[src/rtl/lpr_boundary_detect.sv]
`default_nettype none
// ---------------------------------------------------------------------------
// lpr_boundary_detect : per-frame bounding box of rows with >= ROW_TH fg pixels
// Revision: 1.0
// ---------------------------------------------------------------------------
module lpr_boundary_detect #(
  parameter int ROW_TH = 8,
  parameter int MIN_W  = 16,
  parameter int MIN_H  = 8
) (
  input  logic        pixelclk,
  input  logic        reset_n,
  input  logic        i_bin,
  input  logic        i_hsync,
  input  logic        i_vsync,
  input  logic        i_de,
  input  logic [11:0] hcount,
  input  logic [11:0] vcount,
  output logic [11:0] hcount_l,
  output logic [11:0] hcount_r,
  output logic [11:0] vcount_l,
  output logic [11:0] vcount_r,
  output logic        o_valid,
  output logic        o_frame_done
);

  localparam logic [1:0]  S_IDLE   = 2'd0;
  localparam logic [1:0]  S_RUN    = 2'd1;
  localparam logic [1:0]  S_COMMIT = 2'd2;
  localparam logic [11:0] c_MAX    = 12'hFFF;

  logic        w_unused_hsync;
  assign w_unused_hsync = i_hsync;

  logic        de_q, vs_q;
  logic [1:0]  state_q, state_d;
  logic [11:0] line_cnt_q, line_cnt_d, line_min_q, line_min_d, line_max_q, line_max_d;
  logic [11:0] row_q, row_d;
  logic [11:0] hmin_q, hmin_d, hmax_q, hmax_d, vmin_q, vmin_d, vmax_q, vmax_d;
  logic        hit_q, hit_d;
  logic [11:0] hl_q, hr_q, vl_q, vr_q;
  logic        valid_q, done_q;

  logic w_line_end, w_frame_end, w_commit, w_merge_en, w_row_hit, w_box_ok;

  assign w_line_end  = de_q & ~i_de;
  assign w_frame_end = ~vs_q & i_vsync;
  assign w_row_hit   = (line_cnt_q >= 12'(ROW_TH));

  // FSM: state register
  always_ff @(posedge pixelclk or negedge reset_n) begin
    if (!reset_n) state_q <= S_IDLE;
    else          state_q <= state_d;
  end

  // FSM: next state
  always_comb begin
    state_d = state_q;
    case (state_q)
      S_IDLE:   if (w_frame_end) state_d = S_RUN;
      S_RUN:    if (w_frame_end) state_d = S_COMMIT;
      S_COMMIT: state_d = S_RUN;
      default:  state_d = S_IDLE;
    endcase
  end

  // FSM: decoded controls
  always_comb begin
    w_commit   = (state_q == S_COMMIT);
    w_merge_en = (state_q != S_IDLE);
  end

  always_comb begin
    line_cnt_d = line_cnt_q;
    line_min_d = line_min_q;
    line_max_d = line_max_q;
    row_d      = row_q;
    if (w_line_end) begin
      line_cnt_d = '0;
      line_min_d = c_MAX;
      line_max_d = '0;
    end else if (i_de) begin
      row_d = vcount;
      if (i_bin) begin
        if (line_cnt_q != c_MAX) line_cnt_d = line_cnt_q + 12'd1;
        if (hcount < line_min_q) line_min_d = hcount;
        if (hcount > line_max_q) line_max_d = hcount;
      end
    end
  end

  // A line ending during COMMIT belongs to the new frame, so merge onto cleared values.
  always_comb begin
    if (w_commit) begin
      hmin_d = c_MAX;
      hmax_d = '0;
      vmin_d = c_MAX;
      vmax_d = '0;
      hit_d  = 1'b0;
    end else begin
      hmin_d = hmin_q;
      hmax_d = hmax_q;
      vmin_d = vmin_q;
      vmax_d = vmax_q;
      hit_d  = hit_q;
    end
    if (w_line_end && w_merge_en && w_row_hit) begin
      hit_d = 1'b1;
      if (row_q < vmin_d) vmin_d = row_q;
      if (row_q > vmax_d) vmax_d = row_q;
      if (line_min_q <= line_max_q) begin
        if (line_min_q < hmin_d) hmin_d = line_min_q;
        if (line_max_q > hmax_d) hmax_d = line_max_q;
      end
    end
  end

  // Compare as max+1 >= min+MIN so an empty span can never look large.
  assign w_box_ok = hit_q
                  & (({2'b00, hmax_q} + 14'd1) >= ({2'b00, hmin_q} + 14'(MIN_W)))
                  & (({2'b00, vmax_q} + 14'd1) >= ({2'b00, vmin_q} + 14'(MIN_H)));

  always_ff @(posedge pixelclk or negedge reset_n) begin
    if (!reset_n) begin
      de_q       <= 1'b0;
      vs_q       <= 1'b0;
      line_cnt_q <= '0;
      line_min_q <= c_MAX;
      line_max_q <= '0;
      row_q      <= '0;
      hmin_q     <= c_MAX;
      hmax_q     <= '0;
      vmin_q     <= c_MAX;
      vmax_q     <= '0;
      hit_q      <= 1'b0;
      hl_q       <= '0;
      hr_q       <= '0;
      vl_q       <= '0;
      vr_q       <= '0;
      valid_q    <= 1'b0;
      done_q     <= 1'b0;
    end else begin
      de_q       <= i_de;
      vs_q       <= i_vsync;
      line_cnt_q <= line_cnt_d;
      line_min_q <= line_min_d;
      line_max_q <= line_max_d;
      row_q      <= row_d;
      hmin_q     <= hmin_d;
      hmax_q     <= hmax_d;
      vmin_q     <= vmin_d;
      vmax_q     <= vmax_d;
      hit_q      <= hit_d;
      done_q     <= w_commit;
      if (w_commit) begin
        valid_q <= w_box_ok;
        hl_q    <= w_box_ok ? hmin_q : 12'd0;
        hr_q    <= w_box_ok ? hmax_q : 12'd0;
        vl_q    <= w_box_ok ? vmin_q : 12'd0;
        vr_q    <= w_box_ok ? vmax_q : 12'd0;
      end
    end
  end

  assign hcount_l     = hl_q;
  assign hcount_r     = hr_q;
  assign vcount_l     = vl_q;
  assign vcount_r     = vr_q;
  assign o_valid      = valid_q;
  assign o_frame_done = done_q;

endmodule
`default_nettype wire

[config.mk]
export PLATFORM = sky130hd
export DESIGN_NAME = lpr_boundary_detect
export DESIGN_NICKNAME = d
export VERILOG_FILES = /design/src/rtl/lpr_boundary_detect.sv
export SDC_FILE = /design/constraint.sdc
export NUM_CORES = 1
export LEC_CHECK = 0
export ABC_AREA = 1
export ABC_CLOCK_PERIOD_IN_PS = 2500
export BUFFER_PORTS_ARGS = -buffer_cell sky130_fd_sc_hd__buf_4
export CAP_MARGIN = 40
export CORE_ASPECT_RATIO = 0.6
export CORE_MARGIN = 2
export CORE_UTILIZATION = 45
export CTS_CLUSTER_SIZE = 24
export DETAILED_ROUTE_END_ITERATION = 7
export PLACE_DENSITY_LB_ADDON = 0.3
export SYNTH_ARGS = -nofsm -noshare
export SYNTH_HDL_FRONTEND = slang
export SYNTH_SLANG_ARGS = --single-unit
[constraint.sdc]
create_clock -name pixelclk -period 2.5 [get_ports pixelclk]
set_input_delay 0 -clock pixelclk [delete_from_list [all_inputs] [get_ports pixelclk]]
set_output_delay 0 -clock pixelclk [all_outputs]
set_load 0.05 [all_outputs]
Word-level counts from Yosys, hierarchy flattened:

Cells that the tools add are included.

* add/subtract/negate cells: 5
* order comparisons: 10
* equality and inequality tests: 5
* muxes and demuxes: 35
* bitwise logic cells: 7
* reduce and logical (&&, ||, !) cells: 15

Operators by type and width (count)
* $mux 12: 30
* $gt 12x12->1: 3
* $lt 12x12->1: 3
* $add 12x1->13 const B: 2
* $ge 13x13->1: 2
* $reduce_bool 2->1: 7
* $add 12x4->13 const B: 1
* $add 12x5->13 const B: 1
* $add 12x1->12 const B: 1
* $ge 12x4->1 const B: 1
* $le 12x12->1: 1
* $ne 12x12->1 const B: 1
* $reduce_and 3->1: 3
* $pmux 2 s3: 1
* $and 1x1->1: 4
* $mux 2: 2
* $ne 2x2->1 const B: 2
* $reduce_and 2->1: 2
* $not 1->1: 3
* $eq 2x1->1 const B: 1
* $eq 2x2->1 const B: 1
* $logic_and 1x1->1: 2
* $logic_not 2->1: 1
* $mux 1: 2

* register bits: 151
* input port bits: 30
* output and inout port bits: 50
* logic and storage cells: 95

Longest topological paths before layout:

Gate-level depths: netlist (run 1).

* word-level depth: 6
* depth in mapped cells: 20
* depth with buffers taken out: 17

Worst setup path after synthesis (run 1):

No wires, ideal clock.

* path kind: reg2reg
* from: register vmin_q[3]
* to: register hl_q[11] (netlist: hcount_l[11])
* setup time: 0.066 ns
* arrival time: 2.615 ns
* data required time: 2.434 ns
* slack: -0.181 ns
* cell stages (with the launch flop): 18
* buffers on the path: 2
* period minus slack after synthesis: 2.681 ns
* path through: dfstp_2 -> ha_1 -> nand3_1 -> nor3b_1 -> nand3_1 -> xnor2_1 -> inv_1 -> ha_1 -> nand2_1 -> inv_1 -> nand3_1 -> a21oi_1 -> nor2_1 -> nand3_1 -> buf_2 -> buf_4 -> nand4_1 -> nand2_1

* word-level cells in the longest chain between the ends: 4

Ends and longest elaborated chain
* start, declared: line 39 `logic [11:0] hmin_q, hmin_d, hmax_q, hmax_d, vmin_q, vmin_d, vmax_q, vmax_d;`
* start signal, assigned: line 133 `vmin_q <= c_MAX;`
* start signal, assigned: line 151 `vmin_q <= vmin_d;`
* $add 12x4->13: line 121 `& (({2'b00, vmax_q} + 14'd1) >= ({2'b00, vmin_q} + 14'(MIN_H)));`
* $ge 13x13->1: line 121
* $and 1x1->1: line 121
* $mux 12: line 157 `hl_q <= w_box_ok ? hmin_q : 12'd0;`
* end signal, assigned: line 157
* end, declared: line 41 `logic [11:0] hl_q, hr_q, vl_q, vr_q;`

Every way passes these cells.
A chain may end at the register's enable or synchronous reset.

Worst setup path after layout (run 1):

* from: register vmax_q[0]
* to: register vl_q[8] (netlist: vcount_l[8])

* word-level cells in the longest chain between the ends: 4

Ends and longest elaborated chain
* start, declared: line 39
* start signal, assigned: line 152 `vmax_q <= vmax_d;`
* $add 12x1->13: line 121
* $ge 13x13->1: line 121
* $and 1x1->1: line 121
* $mux 12: line 159 `vl_q <= w_box_ok ? vmin_q : 12'd0;`
* end signal, assigned: line 159
* end, declared: line 41

Every way passes these cells.

==> impl_table.tex, run 1 <==
\begin{tabular}{lr}
\hline
Metric & Value \\
\hline
\multicolumn{2}{l}{\textbf{Logic synthesis}} \\
Number of warnings issued by yosys & 0 \\
Share of cell area taken by muxes after synthesis & 1.21\% \\
Xor and xnor area share after synthesis & 3.00\% \\
Flops \& latches, synth & 151 \\
Synth cell types & 41 \\
Simple-gate share of the synthesized area & 30.3\% \\
Avg Inst Size Synth & 7.71 um2 \\
Summed instance area of the synthesized netlist & 0.0102 mm2 \\
Sequential cell area fraction in the yosys report & 37.4\% \\
Net Count, Synth & 1469 \\
Proportion of register bits with asynchronous set or reset after synthesis & 100\% \\
Share of synthesized cell area in full adder, half adder and majority cells & 13.8\% \\
Post-synthesis compound-gate area fraction & 4.97\% \\
Main combinational cell family by area after synthesis & simple AND/OR/NAND/NOR gates \\
Most used flip-flop cell after synthesis & dfrtp\_1 \\
Post-Syn Instances & 1326 \\
Count of flip-flops with a built-in enable after synthesis & 0 \\
\multicolumn{2}{l}{\textbf{GRT}} \\
Pin count of the biggest net entering global routing & 65 \\
GRT Residual Overflow & 0 \\
First-pass GRT wire length & 46900 um \\
Vias in the first global route & 8812 \\
Initial antenna violation count & 0 \\
Total Routing Usage GR & 25.3\% \\
\multicolumn{2}{l}{\textbf{Critical path}} \\
Most frequent CP cell & nor2\_4 \\
CP Capture Type & register \\
Highest-delay cell along the critical path & dfrtp\_1 \\
Cell-by-cell listing of the critical path & ha\_2, nand2\_2, nor2\_4, nand3\_2, nor2\_4, buf\_6, xor2\_2, ha\_1, nand2\_1, inv\_2, nand2\_2, a21oi\_4, nor2\_4, nand3\_4, clkbuf\_16, nand4\_1, nand2\_1 \\
Setup CP Type & reg -> reg \\
R2r setup slk & -0.20 ns \\
Top delay family on crit path & simple AND/OR/NAND/NOR gates \\
Delay of the slowest cell on the worst path & 0.39 ns \\
Largest fanout of any net on the critical path & 5 \\
Worst path arrival time & 3.02 ns \\
WP buf/inv & 3 \\
Critical path data required time & 2.83 ns \\
Critical Path Source Type & register \\
\multicolumn{2}{l}{\textbf{Finish}} \\
Register cell area after layout & 0.00383 mm2 \\
Count of fill cells added during filler insertion & 1940 \\
Highest-count cells in the layout ignoring fill and taps & 374 x nand2\_1, 162 x inv\_1, 156 x buf\_4 \\
Antenna Diode Count & 0 \\
Area taken by multi-input logic gates & 0.00585 mm2 \\
Area growth from synthesis to layout & 28.9\% \\
Most frequent standard cell in the layout excluding fill and tap cells & nand2\_1 \\
Number of nets in the layout & 1645 \\
Share of cells above drive strength 1 & 23.6\% \\
\multicolumn{2}{l}{\textbf{Floorplanning}} \\
Area of the die & 0.0240 mm2 \\
Core Rows & 42 \\
I/O Pins & 80 \\
Overall die width & 199 um \\
Core ar. & 0.0222 mm2 \\
Starting density of the core & 46.1\% \\
Die Y & 121 um \\
\multicolumn{2}{l}{\textbf{Outcome}} \\
Violated checks & setup timing \\
Status & complete, but fails checks \\
\multicolumn{2}{l}{\textbf{Pwr}} \\
Clock power frac & 22.2\% \\
Peak supply drop & 681 uV \\
Switching share of total power & 41.8\% \\
Internal power consumption & 7.39 mW \\
Proportion of power drawn by combinational gates & 48.5\% \\
Static power due to leakage & 6.94 nW \\
Power per unit of standard cell area & 964 mW/mm2 \\
Proportion of power drawn by flip-flops and latches & 29.3\% \\
NetSw & 5.31 mW \\
\multicolumn{2}{l}{\textbf{Route}} \\
Via count & 9653 \\
Wire length after detailed routing & 30300 um \\
Routed via count divided by cell count & 5.30 \\
Mean routed wirelength per cell & 16.6 um \\
DRC & 0 \\
Drt initial violations & 762 \\
Final ANT Viol Nets & 0 \\
Number of detailed-routing iterations run before antenna repair & 5 \\
\multicolumn{2}{l}{\textbf{STA}} \\
Final period demand of the worst path & 2.70 ns \\
Period utilization & 108\% \\
Fin Clk Skew & 0.00999 ns \\
Worst setup slack after layout & -0.198 ns \\
Max transition margin & 60.9\% \\
Achievable clock frequency & 371 MHz \\
Final-layout worst hold slack & 0.0558 ns \\
Setup repair after global routing missed its margin & true \\
Setup-failing EPs final & 49 \\
Slew at the pin closest to its max-slew limit & 0.587 ns \\
Final hold vios & 0 \\
Pins Over Slew Limit & 0 \\
Setup total negative slack & -7.51 ns \\
\multicolumn{2}{l}{\textbf{Placed design}} \\
Count of input and output buffers & 78 \\
Post-detail-place hpwl & 21600 um \\
Gpl congestion & 0.928 \\
\multicolumn{2}{l}{\textbf{Job}} \\
Max cap viols & 0 \\
\multicolumn{2}{l}{\textbf{Clock tree}} \\
Maximum root-to-sink buffer count & 2 \\
Total number of H-tree levels & 4 \\
Number of sinks handled by clock tree synthesis & 151 \\
CTS tree & yes \\
Worst skew pair latency & 0.43 ns \\
Num CTS Buffers & 17 \\
Clk pin slew, worst setup/hold paths & 0.06 ns \\
Cell at the root of the clock tree & clkbuf\_16 \\
\multicolumn{2}{l}{\textbf{Hold path}} \\
Path category of the worst min-delay check & in -> async \\
\hline
\end{tabular}
## timing repair
action | 4_1_cts | 5_1_grt
setup buffers | 2 | 8
hold buffers | 29 | 0
endpoints found under the hold margin | 163 | 0
pin swaps | 13 | 19
resized for setup | 13 | 76
setup endpoints to repair | 75 | 95
gates cloned | 1 | 9
## power by group through the flow
stage / registers (mW) / clock network [mW] / logic (mW)
floorplan: 3.46 / 0 / 3.44
global placement: 3.69 / 0 / 4.89
detailed placement: 3.69 / 0 / 5.02
CTS: 3.65 / 2.85 / 5.19
global route: 3.77 / 2.96 / 6.84
finish: 3.72 / 2.82 / 6.16
## cell type report
cell class | count | share of cell area [%]
Clock buffer | 22 | 3.52
Clock inverter | 10 | 1.29
Inverter | 179 | 5.21
Multi-Input combinational cell | 947 | 44.4
Sequential cell | 151 | 29.0
Tap cell | 308 | 2.93
Timing Repair Buffer | 205 | 13.5
Timing Repair inverter | 1 | 0.0665
## synthesized netlist by cell type, types with 5 or more instances
library cell / instances / area share (%)
dfstp_2: 36 / 9.3
nand3_1: 115 / 5.6
o21ai_1: 10 / 0.49
nand2_1: 384 / 14
a21oi_1: 53 / 2.6
nor2_1: 82 / 3.0
xnor2_1: 5 / 0.43
buf_1: 5 / 0.18
ha_1: 113 / 14
or2_2: 11 / 0.67
clkbuf_1: 16 / 0.59
inv_2: 13 / 0.48
xor2_1: 30 / 2.6
buf_4: 8 / 0.59
mux2_2: 11 / 1.2
buf_2: 17 / 0.83
dfrtp_1: 115 / 28
nand4_1: 78 / 4.8
nor3_1: 9 / 0.44
inv_1: 164 / 6.0
o21ai_0: 12 / 0.59
## worst register-to-register path: cells and delay by family (launching register included)
| family | cells | cell delay (ns) |
|---|---|---|
| AO/OA/AOI/OAI | 1 | 0.06 |
| XOR/XNOR | 1 | 0.17 |
| adder cells (fa/ha/maj) | 2 | 0.51 |
| buffers and inverters | 3 | 0.38 |
| flip-flops | 1 | 0.39 |
| AND/OR/NAND/NOR | 10 | 1.08 |
## kinds of logic after synthesis
group           after synthesis
fa+ha+maj                   113
simple gates                697
xor+xnor                     35
flops                       151
buf+inv                     229
compound gates               90
mux                          11
## stage by stage
step | setup slack (ns) | util [%] | std cells | total power [mW] | area (um2)
2_1_floorplan | -0.0604 | - | 1326 | 6.90 | 10300
3_3_place_gp | -0.174 | 52.5 | 1743 | 8.58 | 11600
3_5_place_dp | -0.271 | 52.5 | 1743 | 8.71 | 11600
4_1_cts | -0.153 | 57.1 | 1806 | 11.7 | 12700
5_1_grt | -0.348 | 59.4 | 1823 | 13.6 | 13200
6_report | -0.198 | 59.4 | 1823 | 12.7 | 13200
## registers in the layout, summed over array words and instances, names as in the netlist, 2 cells and up
signal	cells
hcount_l	12
hcount_r	12
hmax_q	12
hmin_q	12
line_cnt_q	12
line_max_q	12
line_min_q	12
row_q	12
state_q	2
vcount_l	12
vcount_r	12
vmax_q	12
vmin_q	12
## metal layers
metal | share of wire, % | GRT usage, %
met1 | 51 | 40.8
met2 | 39 | 33.2
met3 | 8.6 | 5.41
met4 | 1.1 | 6.25
met5 | 0 | 0
## path summary, 6_finish.rpt
kind | from | to | cells after the start
max in group asynchronous | reset_n | vmin_q[9]$_DFF_PN1_ | 3
max reg2reg | vmax_q[0]$_DFF_PN0_ | vcount_l[8]$_DFFE_PN0P_ | 17
min reg2reg | vcount_r[3]$_DFFE_PN0P_ | vcount_r[3]$_DFFE_PN0P_ | 2
max | vmax_q[0]$_DFF_PN0_ | vcount_l[8]$_DFFE_PN0P_ | 17
min in group pixelclk | i_bin | line_cnt_q[10]$_DFFE_PN0P_ | 6
min | reset_n | hmax_q[5]$_DFF_PN0_ | 2
(Power assumes the default switching activity.)
==> inputs of run 2 (changes only) <==
--- a/config.mk
+++ b/config.mk
@@ -9,12 +9,15 @@
 export ABC_CLOCK_PERIOD_IN_PS = 2500
 export BUFFER_PORTS_ARGS = -buffer_cell sky130_fd_sc_hd__buf_4
 export CAP_MARGIN = 40
+export CELL_PAD_IN_SITES_DETAIL_PLACEMENT = 1
+export CELL_PAD_IN_SITES_GLOBAL_PLACEMENT = 2
 export CORE_ASPECT_RATIO = 0.6
 export CORE_MARGIN = 2
-export CORE_UTILIZATION = 45
+export CORE_UTILIZATION = 33
 export CTS_CLUSTER_SIZE = 24
 export DETAILED_ROUTE_END_ITERATION = 7
 export PLACE_DENSITY_LB_ADDON = 0.3
+export SETUP_SLACK_MARGIN = 0.02
 export SYNTH_ARGS = -nofsm -noshare
 export SYNTH_HDL_FRONTEND = slang
 export SYNTH_SLANG_ARGS = --single-unit
==> run 2 against run 1 <==
  * The run still ends with setup timing left
  * Worst hold slack better by 0.053 ns
  * Power up 0.80%
  * Combinational power grew 6.2%
  * Wire length up 26%
  * Fmax shrank 6.4%
  * Count of clock-buffer cells in the layout grew 1
  * First-iteration DRC count fell by 2.2%
  * Cell area grew 3.5%
  * Clock skew is essentially flat
  * Global-route usage fell by 2.1 points
  * Register-to-register slack got worse by 0.18 ns
  * Non-clock buffer count up 36
  * Critical path type unchanged
  * Largest cell class unchanged
==> impl_table.tex, run 2 (same netlist as run 1, synthesis figures left out) <==
\begin{tabular}{lr}
\hline
Metric & Value \\
\hline
\multicolumn{2}{l}{\textbf{GRT}} \\
Busiest grt layer & met1 \\
Vias in the first global route & 9779 \\
Total Routing Usage GR & 23.2\% \\
GRT Residual Overflow & 0 \\
Pin count of the biggest net entering global routing & 63 \\
First-pass GRT wire length & 57200 um \\
Met1 track utilization from global routing & 37.7\% \\
Met3 Usage GRT & 4.07\% \\
Initial antenna violation count & 0 \\
Met2 demand-to-capacity share in global routing & 31.1\% \\
\multicolumn{2}{l}{\textbf{Route}} \\
DRC & 0 \\
Mean routed wirelength per cell & 19.5 um \\
Final ANT Viol Nets & 0 \\
Wire length after detailed routing & 38200 um \\
Number of detailed-routing iterations run before antenna repair & 5 \\
Drt initial violations & 745 \\
Routed via count divided by cell count & 4.99 \\
Via count & 9777 \\
\multicolumn{2}{l}{\textbf{Clock tree}} \\
Worst skew pair latency & 0.45 ns \\
Total number of H-tree levels & 4 \\
Number of sinks handled by clock tree synthesis & 151 \\
Cell at the root of the clock tree & clkbuf\_16 \\
Maximum root-to-sink buffer count & 2 \\
Num CTS Buffers & 17 \\
Clk pin slew, worst setup/hold paths & 0.06 ns \\
CTS tree & yes \\
\multicolumn{2}{l}{\textbf{Floorplanning}} \\
Area of the die & 0.0324 mm2 \\
Core Rows & 49 \\
Overall die width & 231 um \\
Die Y & 140 um \\
I/O Pins & 80 \\
Core ar. & 0.0302 mm2 \\
Starting density of the core & 33.8\% \\
\multicolumn{2}{l}{\textbf{STA}} \\
Setup repair after global routing missed its margin & true \\
Period utilization & 115\% \\
Max transition margin & 57.8\% \\
Slew at the pin closest to its max-slew limit & 0.633 ns \\
Final period demand of the worst path & 2.88 ns \\
Fin Clk Skew & 0.00955 ns \\
Achievable clock frequency & 347 MHz \\
Final hold vios & 0 \\
Pins Over Slew Limit & 0 \\
Worst setup slack after layout & -0.382 ns \\
Setup-failing EPs final & 49 \\
\multicolumn{2}{l}{\textbf{Critical path}} \\
CP Capture Type & register \\
Largest fanout of any net on the critical path & 7 \\
Setup CP Type & reg -> reg \\
Worst path arrival time & 3.21 ns \\
Critical path data required time & 2.83 ns \\
Critical Path Source Type & register \\
\multicolumn{2}{l}{\textbf{Finish}} \\
Cell area after layout & 0.0136 mm2 \\
Share of cells above drive strength 1 & 25.8\% \\
Number of cells in the finished layout apart from fillers & 1960 \\
Number of nets in the layout & 1682 \\
Most frequent standard cell in the layout excluding fill and tap cells & nand2\_1 \\
Antenna Diode Count & 0 \\
Area growth from synthesis to layout & 33.4\% \\
Highest-count cells in the layout ignoring fill and taps & 374 x nand2\_1, 185 x buf\_4, 163 x inv\_1 \\
Final core utilization & 45.1\% \\
\multicolumn{2}{l}{\textbf{Hold path}} \\
Path category of the worst min-delay check & in -> async \\
\multicolumn{2}{l}{\textbf{Pwr}} \\
Power per unit of standard cell area & 939 mW/mm2 \\
Static power due to leakage & 7.16 nW \\
Peak supply drop & 426 uV \\
\multicolumn{2}{l}{\textbf{Outcome}} \\
Status & complete, but fails checks \\
Violated checks & setup timing \\
\multicolumn{2}{l}{\textbf{Placed design}} \\
Post-detail-place hpwl & 27300 um \\
Count of input and output buffers & 78 \\
Gpl congestion & 0.829 \\
Placed instance area & 0.0119 mm2 \\
Total instance count after detailed placement & 1864 \\
Setup WS pre-CTS & -0.290 ns \\
\multicolumn{2}{l}{\textbf{Job}} \\
Max cap viols & 0 \\
\hline
\end{tabular}
==> run 2: cell types whose count changed in the layout (fill, tap and decap cells not counted), moves of 3 or more <==
| cell | before | now |
|---|---|---|
| nand3_4 | 7 | 3 |
| nor2_2 | 12 | 22 |
| buf_4 | 156 | 185 |
| nor2_1 | 65 | 56 |
| clkinv_4 | 4 | 1 |
| clkinv_2 | 0 | 5 |
| o21ai_1 | 9 | 12 |
| nand3_2 | 8 | 12 |
==> run 2: critical path, stage by stage (launching register included) <==
cell,delay [ns]
dfrtp_1,0.37
ha_2,0.19
nand2_2,0.07
nor2_4,0.12
nand3_4,0.10
nor3_4,0.19
nand3_2,0.13
xor2_1,0.17
ha_1,0.34
nand2_2,0.10
nor2_2,0.05
buf_4,0.13
a21oi_4,0.16
nand3_4,0.13
buf_4,0.18
clkbuf_16,0.16
nand4_1,0.10
nand2_1,0.08
==> run 2: cell type report <==
type | count | area, um2
Clock buffer | 23 | 468
Clock inverter | 9 | 101
Fill cell | 3623 | 16600
Inverter | 179 | 687
Multi-Input combinational cell | 948 | 5850
Sequential cell | 151 | 3820
Tap cell | 408 | 510
Timing Repair Buffer | 241 | 2180
Timing Repair inverter | 1 | 8.76
==> run 2: stage by stage <==
stage          power (mW)  hold WS [ns]  TNS (ns)
3_3_place_gp         8.97        0.0345     -7.28
5_1_grt              13.7         0.162    -24.43
3_5_place_dp         9.16        0.0284    -13.41
4_1_cts              12.3         0.139     -8.65
6_report             12.8         0.109    -16.17
2_1_floorplan        6.90        -0.296    -0.706
==> run 2: power breakdown <==
part           total (mW)  internal [mW]  switching (mW)
logic                6.54           2.75            3.79
clock network        2.58           1.51            1.07
registers            3.68           3.05           0.629
==> run 2: routing by layer <==
metal / vias up / wire, um
met4: 0 / 306
met3: 25 / 1800
met2: 195 / 15000
met5: - / 0
met1: 4804 / 21100
li1: 4753 / -
==> run 2: final timing paths <==
check	to	cells after the start	slack [ns]	start
max in group asynchronous	line_min_q[8]$_DFFE_PN1P_	3	1.54	reset_n
hold / removal	hmax_q[5]$_DFF_PN0_	2	0.11	reset_n
setup / recovery	vcount_l[1]$_DFFE_PN0P_	17	-0.38	hmax_q[0]$_DFF_PN0_
min in group pixelclk	vs_q$_DFF_PN0_	2	0.21	i_vsync
hold reg to reg	hcount_r[5]$_DFFE_PN0P_	2	0.48	hcount_r[5]$_DFFE_PN0P_
setup reg to reg	vcount_l[1]$_DFFE_PN0P_	17	-0.38	hmax_q[0]$_DFF_PN0_
==> run 2: what timing repair did <==
| item | in CTS | in global routing |
|---|---|---|
| buffers inserted | 5 | 16 |
| resized for setup | 38 | 62 |
| hold buffers | 29 | 0 |
| cloned | 4 | 10 |
| endpoints found under the setup margin | 74 | 94 |
| pin swaps | 16 | 35 |
| hold endpoints to repair | 99 | 0 |
==> inputs of run 3 (changes only) <==
--- a/config.mk
+++ b/config.mk
@@ -11,10 +11,10 @@
 export CAP_MARGIN = 40
 export CELL_PAD_IN_SITES_DETAIL_PLACEMENT = 1
 export CELL_PAD_IN_SITES_GLOBAL_PLACEMENT = 2
-export CORE_ASPECT_RATIO = 0.6
+export CORE_ASPECT_RATIO = 0.8
 export CORE_MARGIN = 2
 export CORE_UTILIZATION = 33
-export CTS_CLUSTER_SIZE = 24
+export CTS_CLUSTER_SIZE = 8
 export DETAILED_ROUTE_END_ITERATION = 7
 export PLACE_DENSITY_LB_ADDON = 0.3
 export SETUP_SLACK_MARGIN = 0.02
==> run 3 against run 2 <==
  * The flow still finishes with violations (setup timing)
  * Cell count is 1.1% lower
  * Die area is 0.12% lower
  * Sequential share of layout area is 0.63 points higher
  * Clock power is 4% higher
  * Worst hold slack worse by 0.027 ns
  * Highest routed layer unchanged
==> impl_table.tex, run 3 (same netlist as run 1, synthesis figures left out) <==
\begin{tabular}{lr}
\hline
Metric & Value \\
\hline
\multicolumn{2}{l}{\textbf{STA}} \\
Fin Clk Skew & 0.0129 ns \\
Achievable clock frequency & 362 MHz \\
Slew at the pin closest to its max-slew limit & 0.571 ns \\
Setup repair after global routing missed its margin & true \\
Max transition margin & 61.9\% \\
Worst setup slack after layout & -0.261 ns \\
Pins Over Slew Limit & 0 \\
Period utilization & 110\% \\
Final period demand of the worst path & 2.76 ns \\
Final hold vios & 0 \\
Setup-failing EPs final & 49 \\
\multicolumn{2}{l}{\textbf{Clock tree}} \\
Num CTS Buffers & 17 \\
Worst skew pair latency & 0.44 ns \\
Number of sinks handled by clock tree synthesis & 151 \\
Maximum root-to-sink buffer count & 2 \\
Cell at the root of the clock tree & clkbuf\_16 \\
CTS tree & yes \\
Total number of H-tree levels & 4 \\
Clk pin slew, worst setup/hold paths & 0.07 ns \\
\multicolumn{2}{l}{\textbf{Critical path}} \\
Most frequent CP cell & nand2\_2 \\
Setup CP Type & reg -> reg \\
Delay of the slowest cell on the worst path & 0.41 ns \\
CP Capture Type & register \\
Worst path arrival time & 3.07 ns \\
Largest fanout of any net on the critical path & 7 \\
Highest-delay cell along the critical path & dfrtp\_1 \\
Critical path data required time & 2.81 ns \\
Cell-by-cell listing of the critical path & ha\_2, nand2\_2, nor2\_4, nand3\_2, nor2\_4, nand2\_2, nor3\_2, ha\_1, nand2\_2, inv\_2, nand3\_4, a21oi\_2, nor2\_2, nand3\_4, clkbuf\_16, nand4\_1, nand2\_1 \\
Critical Path Source Type & register \\
\multicolumn{2}{l}{\textbf{Finish}} \\
Final core utilization & 43.8\% \\
Area growth from synthesis to layout & 30.5\% \\
Number of nets in the layout & 1656 \\
Share of cells above drive strength 1 & 24.3\% \\
Number of cells in the finished layout apart from fillers & 1939 \\
Most frequent standard cell in the layout excluding fill and tap cells & nand2\_1 \\
Highest-count cells in the layout ignoring fill and taps & 374 x nand2\_1, 168 x buf\_4, 162 x inv\_1 \\
Antenna Diode Count & 0 \\
\multicolumn{2}{l}{\textbf{GRT}} \\
First-pass GRT wire length & 53700 um \\
Pin count of the biggest net entering global routing & 55 \\
GRT Residual Overflow & 0 \\
Vias in the first global route & 9637 \\
Total Routing Usage GR & 21.0\% \\
Initial antenna violation count & 0 \\
\multicolumn{2}{l}{\textbf{Placed design}} \\
Gpl congestion & 0.860 \\
Post-detail-place hpwl & 24400 um \\
Total instance count after detailed placement & 1856 \\
Count of input and output buffers & 78 \\
Setup WS pre-CTS & -0.261 ns \\
\multicolumn{2}{l}{\textbf{Outcome}} \\
Violated checks & setup timing \\
Status & complete, but fails checks \\
\multicolumn{2}{l}{\textbf{Route}} \\
Number of detailed-routing iterations run before antenna repair & 4 \\
DRC & 0 \\
Routed via count divided by cell count & 4.84 \\
Via count & 9384 \\
Drt initial violations & 517 \\
Wire length after detailed routing & 34000 um \\
Final ANT Viol Nets & 0 \\
Mean routed wirelength per cell & 17.5 um \\
\multicolumn{2}{l}{\textbf{Floorplanning}} \\
I/O Pins & 80 \\
Starting density of the core & 33.6\% \\
Core Rows & 57 \\
Overall die width & 201 um \\
Core ar. & 0.0305 mm2 \\
Die Y & 161 um \\
Area of the die & 0.0324 mm2 \\
\multicolumn{2}{l}{\textbf{Pwr}} \\
Power per unit of standard cell area & 935 mW/mm2 \\
Static power due to leakage & 6.99 nW \\
Peak supply drop & 533 uV \\
\multicolumn{2}{l}{\textbf{Job}} \\
Max cap viols & 0 \\
\multicolumn{2}{l}{\textbf{Hold path}} \\
Path category of the worst min-delay check & in -> async \\
\hline
\end{tabular}
## run 3: changes by cell type in the layout (fill, tap and decap cells not counted), sizes merged, moves of 3 or more
cell and change:
inv +3, clkbuf -3, clkinv -4, clkinvlp +3
buf -21
## run 3: timing repair
item                                    4_1_cts  5_1_grt
pin swaps                                     3       62
endpoints found under the setup margin       66       86
resized for setup                            14       69
gates cloned                                  2        8
buffers inserted                              5        9
hold buffers                                 28        0
endpoints found under the hold margin        98        0
## run 3: power by group
part / internal (mW) / switching (mW) / leakage [nW]
logic: 2.57 / 3.52 / 4.78
clock network: 1.54 / 1.14 / 0.280
registers: 3.05 / 0.646 / 1.93
total: 7.16 / 5.31 / 6.99
## run 3: stage by stage
step           area [um2]  TNS [ns]  hold WS [ns]  total power [mW]
3_5_place_dp        11800    -12.16       0.00527              8.95
3_3_place_gp        11800     -5.34       0.00294              8.78
2_1_floorplan       10300    -0.706        -0.296              6.90
6_report            13300    -10.43        0.0819              12.5
4_1_cts             12900     -7.40         0.103              11.8
5_1_grt             13300    -20.77         0.130              13.5
## run 3: final timing paths
path | from | end | slack (ns) | cells after the start
worst max-delay path | vmax_q[0]$_DFF_PN0_ | vcount_l[7]$_DFFE_PN0P_ | -0.26 | 17
worst min register to register | hcount_r[7]$_DFFE_PN0P_ | hcount_r[7]$_DFFE_PN0P_ | 0.48 | 2
max in group asynchronous | reset_n | line_min_q[10]$_DFFE_PN1P_ | 1.58 | 3
worst min-delay path | reset_n | hmax_q[4]$_DFF_PN0_ | 0.08 | 2
min in group pixelclk | i_vsync | vs_q$_DFF_PN0_ | 0.24 | 2
worst max register to register | vmax_q[0]$_DFF_PN0_ | vcount_l[7]$_DFFE_PN0P_ | -0.26 | 17
## run 3: area by class of cell
class | count | area, um2
Tap cell | 413 | 517
Inverter | 179 | 679
Multi-Input combinational cell | 946 | 5780
Fill cell | 3694 | 17100
Clock inverter | 12 | 143
Sequential cell | 151 | 3820
Timing Repair Buffer | 218 | 1930
Clock buffer | 20 | 457
## run 3: layer usage
layer	GRT usage (%)	wire length [um]
met4	4.51	564
met3	3.09	893
met1	32.2	17900
met2	31.0	14600
met5	0	0
## run 3: critical path, delay by kind of cell, from the launching register on
| kind | cells | cell delay, ns |
|---|---|---|
| and+or+nand+nor | 12 | 1.40 |
| adders and majority gates | 2 | 0.51 |
| buffers and inverters | 2 | 0.28 |
| AOI/OAI and AO/OA | 1 | 0.04 |
| DFF | 1 | 0.41 |
